**config.mk**
```make
export PLATFORM = sky130hd
export DESIGN_NAME = pc_sequencer
export DESIGN_NICKNAME = d
export VERILOG_FILES = /design/src/rtl/pc_pkg.sv /design/src/rtl/pc_ras.sv /design/src/rtl/pc_sequencer.sv
export SDC_FILE = /design/constraint.sdc
export NUM_CORES = 1
export LEC_CHECK = 0
export ABC_CLOCK_PERIOD_IN_PS = 8350
export BUFFER_PORTS_ARGS = -buffer_cell sky130_fd_sc_hd__buf_2
export CAP_MARGIN = 40
export CORE_ASPECT_RATIO = 1.1
export CORE_MARGIN = 3
export CORE_UTILIZATION = 62
export CTS_BUF_LIST = sky130_fd_sc_hd__clkbuf_4
export CTS_CLUSTER_SIZE = 16
export DETAILED_ROUTE_END_ITERATION = 6
export PLACE_DENSITY_LB_ADDON = 0.3
export SYNTH_ARGS = -nofsm -noshare
export SYNTH_HDL_FRONTEND = slang
export SYNTH_SLANG_ARGS = --single-unit
```
**constraint.sdc**
```tcl
create_clock -name clock -period 8.35 [get_ports clock]
set_input_delay 0.835 -clock clock [delete_from_list [all_inputs] [get_ports clock]]
set_output_delay 0.835 -clock clock [all_outputs]
set_load 0.02 [all_outputs]
```
**src/rtl/pc_pkg.sv**
```systemverilog
//------------------------------------------------------------------------------
// pc_pkg : shared op encoding and default widths for the PC sequencer
// Revision: 1.0
//------------------------------------------------------------------------------
`default_nettype none

package pc_pkg;

    localparam int unsigned C_PC_W      = 12;
    localparam int unsigned C_OFF_W     = 8;
    localparam int unsigned C_RAS_DEPTH = 4;

    typedef enum logic [2:0] {
        NEXT   = 3'd0,
        BRANCH = 3'd1,
        JUMP   = 3'd2,
        CALL   = 3'd3,
        RET    = 3'd4
    } pc_op_t;

endpackage

`default_nettype wire

```
**src/rtl/pc_ras.sv**
```systemverilog
//------------------------------------------------------------------------------
// pc_ras : LIFO return-address stack with count, full and empty status
// Revision: 1.0
//------------------------------------------------------------------------------
`default_nettype none

module pc_ras #(
    parameter int unsigned DEPTH = 4,
    parameter int unsigned W     = 12,
    parameter int unsigned CNT_W = $clog2(DEPTH + 1)
) (
    input  logic             clock,
    input  logic             reset,
    input  logic             clear_i,
    input  logic             push_i,
    input  logic             pop_i,
    input  logic [W-1:0]     push_data_i,
    output logic [W-1:0]     top_o,
    output logic [CNT_W-1:0] count_o,
    output logic             full_o,
    output logic             empty_o
);

    localparam int unsigned IDX_W = (DEPTH > 1) ? $clog2(DEPTH) : 1;

    logic [W-1:0]     mem_q [DEPTH];
    logic [CNT_W-1:0] count_q;
    logic [CNT_W-1:0] count_d;
    logic [IDX_W-1:0] wr_idx;
    logic [IDX_W-1:0] top_idx;
    logic             full;
    logic             empty;

    assign full    = (count_q == CNT_W'(DEPTH));
    assign empty   = (count_q == '0);
    assign wr_idx  = IDX_W'(count_q);
    assign top_idx = IDX_W'(count_q - 1'b1);

    always_comb begin
        count_d = count_q;
        if (clear_i) begin
            count_d = '0;
        end else if (push_i && !full) begin
            count_d = count_q + 1'b1;
        end else if (pop_i && !empty) begin
            count_d = count_q - 1'b1;
        end
    end

    always_ff @(posedge clock or posedge reset) begin
        if (reset) begin
            count_q <= '0;
        end else begin
            count_q <= count_d;
        end
    end

    // Storage is never reset: entries at or above count are unreachable.
    always_ff @(posedge clock) begin
        if (push_i && !full && !clear_i) begin
            mem_q[wr_idx] <= push_data_i;
        end
    end

    assign top_o   = mem_q[top_idx];
    assign count_o = count_q;
    assign full_o  = full;
    assign empty_o = empty;

endmodule

`default_nettype wire

```
**src/rtl/pc_sequencer.sv**
```systemverilog
//------------------------------------------------------------------------------
// pc_sequencer : program counter with relative branch, jump, call and return
// Revision: 1.0
//------------------------------------------------------------------------------
`default_nettype none

module pc_sequencer
    import pc_pkg::*;
#(
    parameter int unsigned PC_W      = C_PC_W,
    parameter int unsigned OFF_W     = C_OFF_W,
    parameter int unsigned RAS_DEPTH = C_RAS_DEPTH
) (
    input  logic                             clock,
    input  logic                             reset,
    input  logic                             start,
    input  logic [PC_W-1:0]                  start_addr,
    input  logic                             advance,
    input  logic [2:0]                       op,
    input  logic                             taken,
    input  logic [OFF_W-1:0]                 offset,
    input  logic [PC_W-1:0]                  target,
    output logic [PC_W-1:0]                  pc_out,
    output logic [$clog2(RAS_DEPTH+1)-1:0]   ras_count,
    output logic                             ras_overflow,
    output logic                             ras_underflow
);

    localparam int unsigned CNT_W = $clog2(RAS_DEPTH + 1);

    logic [PC_W-1:0] pc_q;
    logic [PC_W-1:0] pc_d;
    logic            ovf_q;
    logic            ovf_d;
    logic            unf_q;
    logic            unf_d;

    logic [PC_W-1:0] pc_inc;
    logic [PC_W-1:0] off_ext;
    logic [PC_W-1:0] ras_top;
    logic            ras_push;
    logic            ras_pop;
    logic            ras_clear;
    logic            ras_full;
    logic            ras_empty;

    assign pc_inc  = pc_q + 1'b1;
    assign off_ext = PC_W'($signed(offset));

    always_comb begin
        pc_d      = pc_q;
        ovf_d     = ovf_q;
        unf_d     = unf_q;
        ras_push  = 1'b0;
        ras_pop   = 1'b0;
        ras_clear = 1'b0;
        if (start) begin
            pc_d      = start_addr;
            ovf_d     = 1'b0;
            unf_d     = 1'b0;
            ras_clear = 1'b1;
        end else if (advance) begin
            case (pc_op_t'(op))
                BRANCH: pc_d = taken ? (pc_inc + off_ext) : pc_inc;
                JUMP:   pc_d = target;
                CALL: begin
                    pc_d = target;
                    if (ras_full) begin
                        ovf_d = 1'b1;
                    end else begin
                        ras_push = 1'b1;
                    end
                end
                RET: begin
                    if (ras_empty) begin
                        pc_d  = pc_inc;
                        unf_d = 1'b1;
                    end else begin
                        pc_d    = ras_top;
                        ras_pop = 1'b1;
                    end
                end
                default: pc_d = pc_inc;
            endcase
        end
    end

    always_ff @(posedge clock or posedge reset) begin
        if (reset) begin
            pc_q  <= '0;
            ovf_q <= 1'b0;
            unf_q <= 1'b0;
        end else begin
            pc_q  <= pc_d;
            ovf_q <= ovf_d;
            unf_q <= unf_d;
        end
    end

    pc_ras #(
        .DEPTH (RAS_DEPTH),
        .W     (PC_W),
        .CNT_W (CNT_W)
    ) u_ras (
        .clock       (clock),
        .reset       (reset),
        .clear_i     (ras_clear),
        .push_i      (ras_push),
        .pop_i       (ras_pop),
        .push_data_i (pc_inc),
        .top_o       (ras_top),
        .count_o     (ras_count),
        .full_o      (ras_full),
        .empty_o     (ras_empty)
    );

    assign pc_out        = pc_q;
    assign ras_overflow  = ovf_q;
    assign ras_underflow = unf_q;

endmodule

`default_nettype wire

```
After elaboration in Yosys (flattened, before gate mapping)
Memory sizes are Yosys's and may differ from the RTL's. Index checks and enable logic that the tools add are counted.

Bitwise gates (word level): 0. Shift operators: 0. $lt $le $gt $ge: 0. Add/sub/neg operators: 4. Mux-type cells: 27. Multipliers: 0. Reductions and logical operators: 16. Eq/ne operators: 5. Divide/modulo/power cells: 0.

Operators with widths (count): two-way mux 12 bit (4); one-hot mux 12 bit (3 select lines) (1); two-way mux 1 bit (19); adder 12 x 1 -> 12 bit, second input constant (1); adder 12 bit (1); nonzero test 2 bit (5); two-way mux 3 bit (3); == test 3 x 2 -> 1 bit, second input constant (2); == test 3 bit, second input constant (2); AND reduction 3 bit (2); adder 3 x 1 -> 3 bit, second input constant (1); == test 3 x 1 -> 1 bit, second input constant (1); logical AND 1 bit (3); zero test 1 bit (3); zero test 3 bit (1); nonzero test 3 bit (1); subtractor 3 x 1 -> 3 bit, second input constant (1); OR reduction 2 bit (1).

Latch bits: 0. Input port bits: 40. Bits in writable memories: 48. Bits in read-only memories: 0. Register bits after elaboration: 17. Memories: 1. Logic and storage cells: 57.

Memories: u_ras.mem_q (words 4, bits a word 12, rd ports 1, clocked after Yosys merged registers in 0, write ports 1, line pc_ras.sv:26) `logic [W-1:0] mem_q [DEPTH];`.

Logic depth before layout (Yosys ltp)
Word-level depth: 9. Gate-level depth with buffers: 11.

Modules after synthesis
Synthesis repeated with hierarchy kept, for this count alone.

Cell total of the unflattened synthesis: 315. Area total of the unflattened synthesis: 3759.9 µm².

Modules (own cells, without submodules): pc_ras (times used 1, area each 2102.0 µm², cells each 104, sequential area each 1516.5 µm²); pc_sequencer (times used 1, area each 1657.8 µm², cells each 211, sequential area each 350.3 µm²).

Least setup slack after synthesis
No wires, ideal clock.

Path type: register to register. Start: reg pc_q[0], in the netlist pc_out[0]. End: reg pc_q[11], in the netlist pc_out[11]. Clock period less this slack: 2833 ps. Arrival: 2712 ps. Setup time: 120 ps. Cell stages (with the launch flop): 12. Path buffers: 0. Data required time: 8230 ps. Path slack: 5517 ps. Cells stage by stage: dfrtp_1 > ha_1 > nand3_1 > nor2_1 > xor2_1 > ha_1 > a21oi_1 > o211ai_1 > nor4bb_1 > nor3_1 > xnor2_1 > a41o_1.

Cells in the longest elaborated chain, start to end: 6. Elaborated cells between the ends (all ways): 7. Classes of those cells: add/sub: 2; mux: 5.

RTL lines: from (decl) (line pc_sequencer.sv:31) `logic [PC_W-1:0] pc_q;`; from (signal assigned) (line pc_sequencer.sv:94) `pc_q <= pc_d;`; adder 12 x 1 -> 12 bit (line pc_sequencer.sv:47) `assign pc_inc = pc_q + 1'b1;`; named net pc_inc[6] (line pc_sequencer.sv:38) `logic [PC_W-1:0] pc_inc;`; adder 12 bit (line pc_sequencer.sv:64) `BRANCH: pc_d = taken ? (pc_inc + off_ext) : pc_inc;`; two-way mux 12 bit (line pc_sequencer.sv:64); one-hot mux 12 bit (3 select lines) (line pc_sequencer.sv:63) `case (pc_op_t'(op))`; two-way mux 12 bit (line pc_sequencer.sv:62) `end else if (advance) begin`; two-way mux 12 bit (line pc_sequencer.sv:57) `if (start) begin`.

The timed path passes the listed nets, and every way through them passes these cells. The select of a mux whose other input is x is not followed. A chain may end at the register's enable or synchronous reset.

Final worst setup path
Ends and elaborated chain as after synthesis.

==> summary.txt <==
Status: finished, final reports clean
Sequential power share: 49.2%
LEAKAGE: 1.63 nW
Maximum VDD drop: 0.000139 V
CP max FO: 8
Die width: 80.1 um
Final setup fails: 0
Max-Cap Viols: 0
Hold-fix buffers at CTS: 0
Yosys top cell area share: 38.5%
HPWL after DPL: 6.63 mm
Setup TNS: 0 ns
Hold WC Path Type: flip-flop to flip-flop
Yosys warns: 0
Routed Antenna Nets: 0
Largest net degree at the start of global routing: 33
Dpl cell area: 4070 sq um
Post-synth EDFFs: 48
Clk buf depth: 2
# H-tree levels: 3
Post-CTS resize count: 0
Via count: 2890
Unrepaired setup endpoints after global routing: false
Hold Vio Cnt, Final: 0
Slew Viols, Final: 0
Comb pwr share: 23.1%
Post-DR vias/cell: 6.34
Core Area: 5810 sq um
Final-layout fill cell count: 403
Port Buffers: 56
Min Tclk post-route: 3.39 ns
Antenna violations before repair: 0
Final instance area: 4200 sq um
Top-count cell post-synth: edfxtp_1
Startpoint Class: flip-flop
WL/cell: 20.1 um
Cell Int Power: 529 uW
GRT Total Usage: 28.0%
First-pass GRT wire length: 14.5 mm
CP max-delay cell: dfrtp_1
N_diodes: 0
Worst setup margin: 4.96 ns
Die Y: 87.6 um
Share of the yosys chip area belonging to registers: 49.8%
Post-Syn Nets: 381
CP most frequent cell: ha_1
Final wirelength: 9.15 mm
Rows: 29
Crit. End Element: flip-flop
Final Cycle Share: 40.6%
Post-Synthesis Cells: 319
Share of cells above drive strength 1: 24.3%
Max Freq: 0.295 GHz
Multi-input gate area: 1780 sq um
Total power: 761 uW
Sequential Area: 1870 sq um
Commonest cells post-synth: 48 x edfxtp_1, 25 x nor2_1, 24 x a21oi_1
Top post-synthesis cells by area: edfxtp_1 38%, dfrtp_1 11%, mux4_2 7.2%, ha_1 7.0%, a21oi_1 3.2%
Setup Skew: 0.0137 ns
Seq cells post-synth: 65
Clock Power Share: 27.6%
Gr ovfl total: 0
Ports: 57
CP cell instances: ha_1, nand3_1, nor2_1, xor2_1, ha_1, a21oi_1, o211ai_1, nor4bb_1, nor3_1, xnor2_1, a41o_1
Clk slew on worst S/H paths: 0.11 ns
Pre-Repair DR Iteration Count: 6
PwrDens: 181 nW/um^2
Cts bufs inserted: 9
Clock Tree Root: clkbuf_4
Worst endpoint required time: 8.66 ns
Pre-CTS WS: 5.01 ns
Area of the die: 7020 sq um
Post-synthesis async set-or-reset flop share: 26.2%
Sw Share: 30.4%
Layout area overhead: 12.1%
Worst stage delay on the critical path: 0.50 ns
Sinks on Clock Net: 65
Worst Tran Pin Value: 0.865 ns
Initial DRC count: 255
Crit path kind: flip-flop to flip-flop
Post-Synthesis Cell Area: 3750 sq um
Setup bufs post-CTS: 0
Sw Pwr: 231 uW
Top delay family on crit path: simple AND/OR/NAND/NOR gates
Nets: 436
Synth area leader: edfxtp_1
DRC violations left: 0
Ys flop type: edfxtp_1
Synth cell types: 54
TritonCTS clock tree: yes
Clk_lat worst skew: 0.40 ns
Initial core utilization: 64.6%
CP arrival: 3.69 ns
Vias in the first global route: 2724
Synthesized area per cell: 11.8 sq um
CP Buf/Inv Count: 0
Slew HR: 42.4%
Gp weighted congestion: 0.902
-- layout by cell type (no fill, tap or decap), drive strengths merged, types with 6 or more instances in the layout --
master  count
nand2b      8
inv        12
a21oi      24
nand2      21
a221oi      7
nor2       25
nor3        7
mux4       12
xnor2       9
edfxtp     48
dfrtp      17
buf        56
xor2        9
o21ai      19
a211oi      6
nand3       9
ha         21
clkbuf     12
-- final cells by class --
| cell class | count | area share, % |
|---|---|---|
| clock inverters | 4 | 1.13 |
| flip-flops and latches | 65 | 44.4 |
| inverters | 12 | 1.07 |
| clock buffers | 12 | 2.14 |
| well taps | 77 | 2.29 |
| repair buffers | 56 | 6.67 |
| multi-input cells | 230 | 42.3 |
-- registers in the layout, summed over array words and instances, names as in the netlist --
name	count
ras_overflow	1
u_ras.count_o	3
u_ras.mem_q	48
pc_out	12
ras_underflow	1
-- logic make-up (layout without fill, tap and decap cells) --
family	after synthesis	after routing	synth area share, %
xor gates and xnor gates	18	18	4.41
adders and majority gates	22	22	7.54
DFF	65	65	49.8
muxes	13	13	7.48
AOI/OAI and AO/OA	88	88	15.7
buffers and inverters	24	84	2.77
and+or+nand+nor	89	89	12.3
-- tightest hold or removal path, cell delays in order, from the launching register on --
cell	delay, ns
dfrtp_1	0.36
a31oi_1	0.04
nor2_1	0.08
-- path summary, 6_finish.rpt --
| check | startpoint | to | slack [ns] | cells after the start |
|---|---|---|---|---|
| max | pc_out[0] | pc_out[11] | 4.96 | 11 |
| min | ras_underflow | ras_underflow | 0.51 | 2 |
| max reg2reg | pc_out[0] | pc_out[11] | 4.96 | 11 |
| min reg2reg | ras_underflow | ras_underflow | 0.51 | 2 |
| max in group asynchronous | reset | pc_out[2] | 7.37 | 2 |
| min in group asynchronous | reset | ras_underflow | 0.52 | 2 |
-- through the flow --
stage / hold WS (ns) / std cells / util, %
floorplan: 0.602 / 319 / -
global placement: 0.493 / 440 / 70.0
detailed placement: 0.492 / 440 / 70.0
CTS: 0.516 / 456 / 72.4
global route: 0.552 / 456 / 72.4
finish: 0.510 / 456 / 72.4
-- power by group through the flow --
stage          logic [mW]  clock network, mW  registers [mW]
6_report            0.176              0.210           0.374
5_1_grt             0.194              0.227           0.376
4_1_cts             0.173              0.213           0.374
3_5_place_dp        0.171                  0           0.381
3_3_place_gp        0.167                  0           0.381
2_1_floorplan       0.112                  0           0.387
-- per-layer routing --
layer	global-route usage [%]	part of all wire (%)	vias up	wire, um
met3	6.07	8.5	13	782
li1	-	-	1338	-
met5	0	0	-	0
met1	39.0	41	1398	3770
met2	45.0	49	141	4480
met4	7.99	1.2	0	114
No activity file was read; power rests on OpenSTA's default activity.
